File: src/rtl/toggle_decoder.sv
// -----------------------------------------------------------------------------
// toggle_decoder
//
// Receive-side companion to a T flip-flop stage. The toggled level Q_in is
// brought into the Clk domain through a three-flop chain; every level change
// seen between the last two flops is re-emitted as a one-cycle T_out pulse.
// A running toggle count is kept, and a small watchdog FSM raises Stuck when
// no toggle has been consumed for TIMEOUT edges.
//
// Build option:
//   TOGGLE_DECODER_SAT_EN  defined   -> Count saturates at 2^WIDTH-1
//                          undefined -> Count wraps modulo 2^WIDTH
//
// Reset is asynchronous, active-low (Reset). Clr is a synchronous clear of
// the counter and the watchdog only; the synchronizer is never cleared so a
// level change already in flight is still decoded after Clr.
// -----------------------------------------------------------------------------
module toggle_decoder #(
  parameter int WIDTH   = 8,   // toggle counter width (>= 2)
  parameter int TIMEOUT = 16   // idle edges before Stuck asserts (>= 2)
) (
  input  logic             Clk,
  input  logic             Reset,
  input  logic             Q_in,
  input  logic             Clr,
  output logic             T_out,
  output logic             Level,
  output logic [WIDTH-1:0] Count,
  output logic             Stuck
);

  // Idle counter only has to reach TIMEOUT-1, so ceil(log2(TIMEOUT)) bits.
  localparam int ICW = (TIMEOUT > 2) ? $clog2(TIMEOUT) : 1;

  localparam logic [ICW-1:0]   IDLE_LIMIT = ICW'(TIMEOUT - 1);
  localparam logic [ICW-1:0]   IDLE_ZERO  = {ICW{1'b0}};
  localparam logic [ICW-1:0]   IDLE_ONE   = {{(ICW-1){1'b0}}, 1'b1};
  localparam logic [WIDTH-1:0] CNT_ZERO   = {WIDTH{1'b0}};
  localparam logic [WIDTH-1:0] CNT_ONE    = {{(WIDTH-1){1'b0}}, 1'b1};
  localparam logic [WIDTH-1:0] CNT_MAX    = {WIDTH{1'b1}};

  // Watchdog state encoding; 2'b11 is unreachable and recovers to IDLE.
  localparam logic [1:0] ST_IDLE   = 2'b00;
  localparam logic [1:0] ST_ACTIVE = 2'b01;
  localparam logic [1:0] ST_STUCK  = 2'b10;

  // Synchronizer chain
  logic r_s1;
  logic r_s2;
  logic r_s3;

  // Decoded toggle event (one cycle wide, purely from flops)
  logic w_toggle;

  // Watchdog
  logic [1:0]     r_state;
  logic [1:0]     w_state_nxt;
  logic [ICW-1:0] r_idle;
  logic [ICW-1:0] w_idle_nxt;
  logic           w_stuck;

  // Toggle counter
  logic [WIDTH-1:0] r_count;
  logic [WIDTH-1:0] w_count_nxt;

  // ---------------------------------------------------------------------------
  // Synchronizer: Q_in is asynchronous; s1 may go metastable, s2 is the
  // settled level and s3 is its one-cycle-old copy used for edge detection.
  // ---------------------------------------------------------------------------

  // Three-flop synchronizer; reset to 0 to match a T flip-flop reset state.
  always_ff @(posedge Clk or negedge Reset) begin
    if (!Reset) begin
      r_s1 <= 1'b0;
      r_s2 <= 1'b0;
      r_s3 <= 1'b0;
    end else begin
      r_s1 <= Q_in;
      r_s2 <= r_s1;
      r_s3 <= r_s2;
    end
  end

  // Any difference between the settled level and its delayed copy is a toggle.
  assign w_toggle = r_s2 ^ r_s3;

  // ---------------------------------------------------------------------------
  // Toggle counter
  // ---------------------------------------------------------------------------

  // Next count: Clr wins over a coincident toggle, which is then dropped.
  always_comb begin
    w_count_nxt = r_count;
    if (Clr) begin
      w_count_nxt = CNT_ZERO;
    end else if (w_toggle) begin
`ifdef TOGGLE_DECODER_SAT_EN
      if (r_count == CNT_MAX) begin
        w_count_nxt = r_count;
      end else begin
        w_count_nxt = r_count + CNT_ONE;
      end
`else
      w_count_nxt = r_count + CNT_ONE;
`endif
    end else begin
      w_count_nxt = r_count;
    end
  end

  // Counter register.
  always_ff @(posedge Clk or negedge Reset) begin
    if (!Reset) begin
      r_count <= CNT_ZERO;
    end else begin
      r_count <= w_count_nxt;
    end
  end

  // ---------------------------------------------------------------------------
  // Watchdog FSM
  //   IDLE   : nothing seen since reset/Clr; waits for the first toggle.
  //   ACTIVE : counts idle edges since the last toggle.
  //   STUCK  : idle for TIMEOUT edges; any toggle re-arms to ACTIVE.
  // ---------------------------------------------------------------------------

  // State and idle-counter registers.
  always_ff @(posedge Clk or negedge Reset) begin
    if (!Reset) begin
      r_state <= ST_IDLE;
      r_idle  <= IDLE_ZERO;
    end else begin
      r_state <= w_state_nxt;
      r_idle  <= w_idle_nxt;
    end
  end

  // Next-state and idle-counter update; Clr forces IDLE regardless of state.
  always_comb begin
    w_state_nxt = r_state;
    w_idle_nxt  = r_idle;
    if (Clr) begin
      w_state_nxt = ST_IDLE;
      w_idle_nxt  = IDLE_ZERO;
    end else begin
      case (r_state)
        ST_IDLE: begin
          if (w_toggle) begin
            w_state_nxt = ST_ACTIVE;
            w_idle_nxt  = IDLE_ZERO;
          end else begin
            w_state_nxt = ST_IDLE;
            w_idle_nxt  = IDLE_ZERO;
          end
        end
        ST_ACTIVE: begin
          if (w_toggle) begin
            w_state_nxt = ST_ACTIVE;
            w_idle_nxt  = IDLE_ZERO;
          end else if (r_idle == IDLE_LIMIT) begin
            // TIMEOUT edges have now passed since the consuming edge.
            w_state_nxt = ST_STUCK;
            w_idle_nxt  = IDLE_ZERO;
          end else begin
            w_state_nxt = ST_ACTIVE;
            w_idle_nxt  = r_idle + IDLE_ONE;
          end
        end
        ST_STUCK: begin
          if (w_toggle) begin
            w_state_nxt = ST_ACTIVE;
            w_idle_nxt  = IDLE_ZERO;
          end else begin
            w_state_nxt = ST_STUCK;
            w_idle_nxt  = IDLE_ZERO;
          end
        end
        default: begin
          w_state_nxt = ST_IDLE;
          w_idle_nxt  = IDLE_ZERO;
        end
      endcase
    end
  end

  // Output decode: Stuck is a pure function of the registered state.
  always_comb begin
    w_stuck = 1'b0;
    case (r_state)
      ST_IDLE:   w_stuck = 1'b0;
      ST_ACTIVE: w_stuck = 1'b0;
      ST_STUCK:  w_stuck = 1'b1;
      default:   w_stuck = 1'b0;
    endcase
  end

  // ---------------------------------------------------------------------------
  // Outputs
  // ---------------------------------------------------------------------------
  assign T_out = w_toggle;
  assign Level = r_s2;
  assign Count = r_count;
  assign Stuck = w_stuck;

endmodule

File: config.mk
export PLATFORM = sky130hd
export DESIGN_NAME = toggle_decoder
export DESIGN_NICKNAME = d
export VERILOG_FILES = /design/src/rtl/toggle_decoder.sv
export SDC_FILE = /design/constraint.sdc
export NUM_CORES = 1
export LEC_CHECK = 0
export CAP_MARGIN = 15
export CORE_MARGIN = 5
export CORE_UTILIZATION = 40
export DETAILED_ROUTE_END_ITERATION = 8
export PLACE_DENSITY = 0.76
export SYNTH_ARGS = -nofsm -noshare
export SYNTH_HDL_FRONTEND = slang
export SYNTH_SLANG_ARGS = --single-unit
File: constraint.sdc
create_clock -name Clk -period 1.8 [get_ports Clk]
set_input_delay 0.27 -clock Clk [delete_from_list [all_inputs] [get_ports Clk]]
set_output_delay 0.27 -clock Clk [all_outputs]
set_load 0.05 [all_outputs]
==> results.yml <==
cts:
  ctsResizeCount: 0
  post-cts-setup-buffers: 0
  clk_path_buf_depth: 2
  cts_buffers: 3
  cts_tree: "done"
  numClockSinks: 17
  path_clk_slew_ps: 90
  htree_levels: 1
  cts_hold_buf: 0
  root_buffer: "clkbuf_4"
  clk_latency_ps: 280
worst_setup_path:
  regToRegSetupSlack_ps: 340
  cpLargestDelayFamily: "buffers and inverters"
  worst-path-buf-inv: 1
  cp.arrival_ps: 1460
  max_stage_delay_ps: 810
  critPathKind: "reg2out"
  slowest_stage: "clkdlybuf4s50_1"
  critPathRequiredTime_ps: 1530
  endpoint_kind: "primary output"
  crit_chain: "clkdlybuf4s50_1"
  crit_fanout: 3
  startpoint_type: "flip-flop"
layout:
  seq_area_um2: 425
  nNetsFinal: 96
  multiInputGateArea_um2: 297
  area_growth_pct: 24.9
  fin_area_um2: 930
  drive_gt1_share_pct: 21.3
  diodes: 0
  nFillCells: 166
  final_util_pct: 53.3
run_status:
  status: "finished, final reports clean"
floorplan:
  core_mm2: 0.00175
  initial_utilization_pct: 42.7
  dieArea_mm2: 0.00282
  die_h_um: 53.1
  io_pins: 15
  die_width_um: 53.1
  rows: 15
power_and_ir_drop:
  clkPwrFrac_pct: 27.6
  pwr_density_cell_mw_per_mm2: 755
  p_switching_w: 0.000191
  pwr-share-seq_pct: 57.5
  leakage_nw: 0.413
  pwr-share-comb_pct: 14.9
  intPower_w: 0.000511
  peakVddDrop_mv: 0.552
  switching_share_pct: 27.3
sta:
  fin_crit_sh_pct: 96.1
  finalSetupViolCount: 0
  hold_ws_ps: 299
  finalSetupTns_ps: 0
  slew-limit-headroom_pct: 66.7
  fin_crit_ps: 1730
  tightest_slew_ps: 497
  hold_violations: 0
  clock.fmax_mhz: 578
  rsz0062_at_grt: "false"
  slew_viol_final: 0
  finalClockSkew_ps: 1.48
detailed_routing:
  first_pass_iters: 4
  drt_iter0_drc: 14
  via_per_inst: 5.24
  finalWirelength_um: 1430
  antenna_left: 0
  wire_per_inst_um: 12.5
  drcViolationCount: 0
  route.vias.total: 597
grt:
  grt_pass1_wl_um: 2410
  antenna_found_initial: 0
  grt.overflow.total: 0
  grt_max_degree: 18
  grt.total_usage_pct: 12.0
  grt_pass1_vias: 568
logic_synthesis:
  synth_edf_count: 0
  synth_cells: 70
  syn_area_um2: 744
  ys_seq_area_share_pct: 57.1
  synthDistinctLibCells: 24
  syn_area_per_cell_um2: 10.6
  ys_warn_count: 0
  ys_async_sr_fraction_pct: 100
  ys.flop_type: "dfrtp_1"
  ys_seq_elements: 17
  synth_nets: 76
place:
  dp_hpwl_um: 1070
  gp_congestion: 0.766
  placed_area_um2: 902
  io_buffers: 14
worst_hold_path:
  hp-class: "in2async"
job:
  max_cap_viol_count: 0
final timing paths:
kind / startpoint / end / depth (start not counted)
worst max-delay path: Count[7] / Count[7] / 1
worst min-delay path: Reset / Count[7] / 2
worst max register to register: Level / Count[5] / 4
worst min register to register: r_s1 / Level / 0
max in group asynchronous: Reset / r_state[0] / 2
min in group Clk: r_s1 / Level / 0
synth_stat cells, drive strengths merged (2+ instances only):
cell | number | area, um2
or4 | 3 | 22.5
o21ai | 2 | 10.0
nor2 | 4 | 15.0
inv | 3 | 11.3
or3 | 2 | 12.5
dfrtp | 17 | 425
ha | 2 | 25.0
xnor2 | 2 | 17.5
nand3 | 3 | 15.0
nand4 | 2 | 12.5
a21oi | 7 | 35.0
nor2b | 3 | 18.8
o31ai | 3 | 22.5
nand2 | 4 | 15.0
nor3 | 4 | 20.0
state kept, by name, summed over array words and instances (netlist names):
signal and flops:
Count 8, r_idle 4, r_state 2, Level 1, r_s1 1, r_s3 1
kinds of logic (layout without fill, tap and decap cells):
logic type | count (synthesis) | after routing | share of synthesized area, %
AND/OR/NAND/NOR | 29 | 29 | 21.2
flip-flops | 17 | 17 | 57.1
AO/OA/AOI/OAI | 13 | 13 | 10.3
buffers and inverters | 5 | 24 | 3.02
XOR/XNOR | 3 | 3 | 3.53
adder cells (fa/ha/maj) | 2 | 2 | 3.36
multiplexers | 1 | 1 | 1.51
cell usage in the layout (no fill, tap or decap), types with 3 or more instances in the layout:
cell type        count
nor2b_1              3
a21oi_1              7
buf_4               13
nand3_1              3
or4_1                3
nand2_1              4
clkdlybuf4s50_1      4
clkbuf_4             3
nor3_1               4
o31ai_1              3
dfrtp_1             17
nor2_1               4
power by group through the flow:
stage	clock [W]	combinational (W)	sequential, W
after floorplan	0	0.0000425	0.000433
after global placement	0	0.000104	0.000411
after detailed placement	0	0.000105	0.000412
after CTS	0.000207	0.000106	0.000404
after global routing	0.000222	0.000112	0.000407
final	0.000194	0.000105	0.000404
layout make-up:
type                       instances  share of cell area (%)
sequential                        17                    45.8
multi-input combinational         48                    31.9
timing repair buffer              17                    14.8
tap                               25                    3.36
clock buffer                       3                    2.42
inverter                           3                    1.21
clock inverter                     1                   0.538
stage by stage:
stage	cells	setup WS [ps]	power, W
3_3_place_gp	110	397	0.000515
3_5_place_dp	110	356	0.000517
2_1_floorplan	70	70.3	0.000476
4_1_cts	114	55.4	0.000717
5_1_grt	114	11.0	0.000741
6_report	114	71.0	0.000702
metal layers:
metal  global-route usage [%]  share of wire, %  up-vias  routed length [um]
met5                        0                 0        -                   0
met4                     2.55              0.70        0                  10
met3                     5.07               6.4        2                  91
met2                     21.1                48       17                 683
met1                     13.4                45      291                 644
li1                         -                 -      287                   -
No activity file was read; power rests on OpenSTA's default activity.
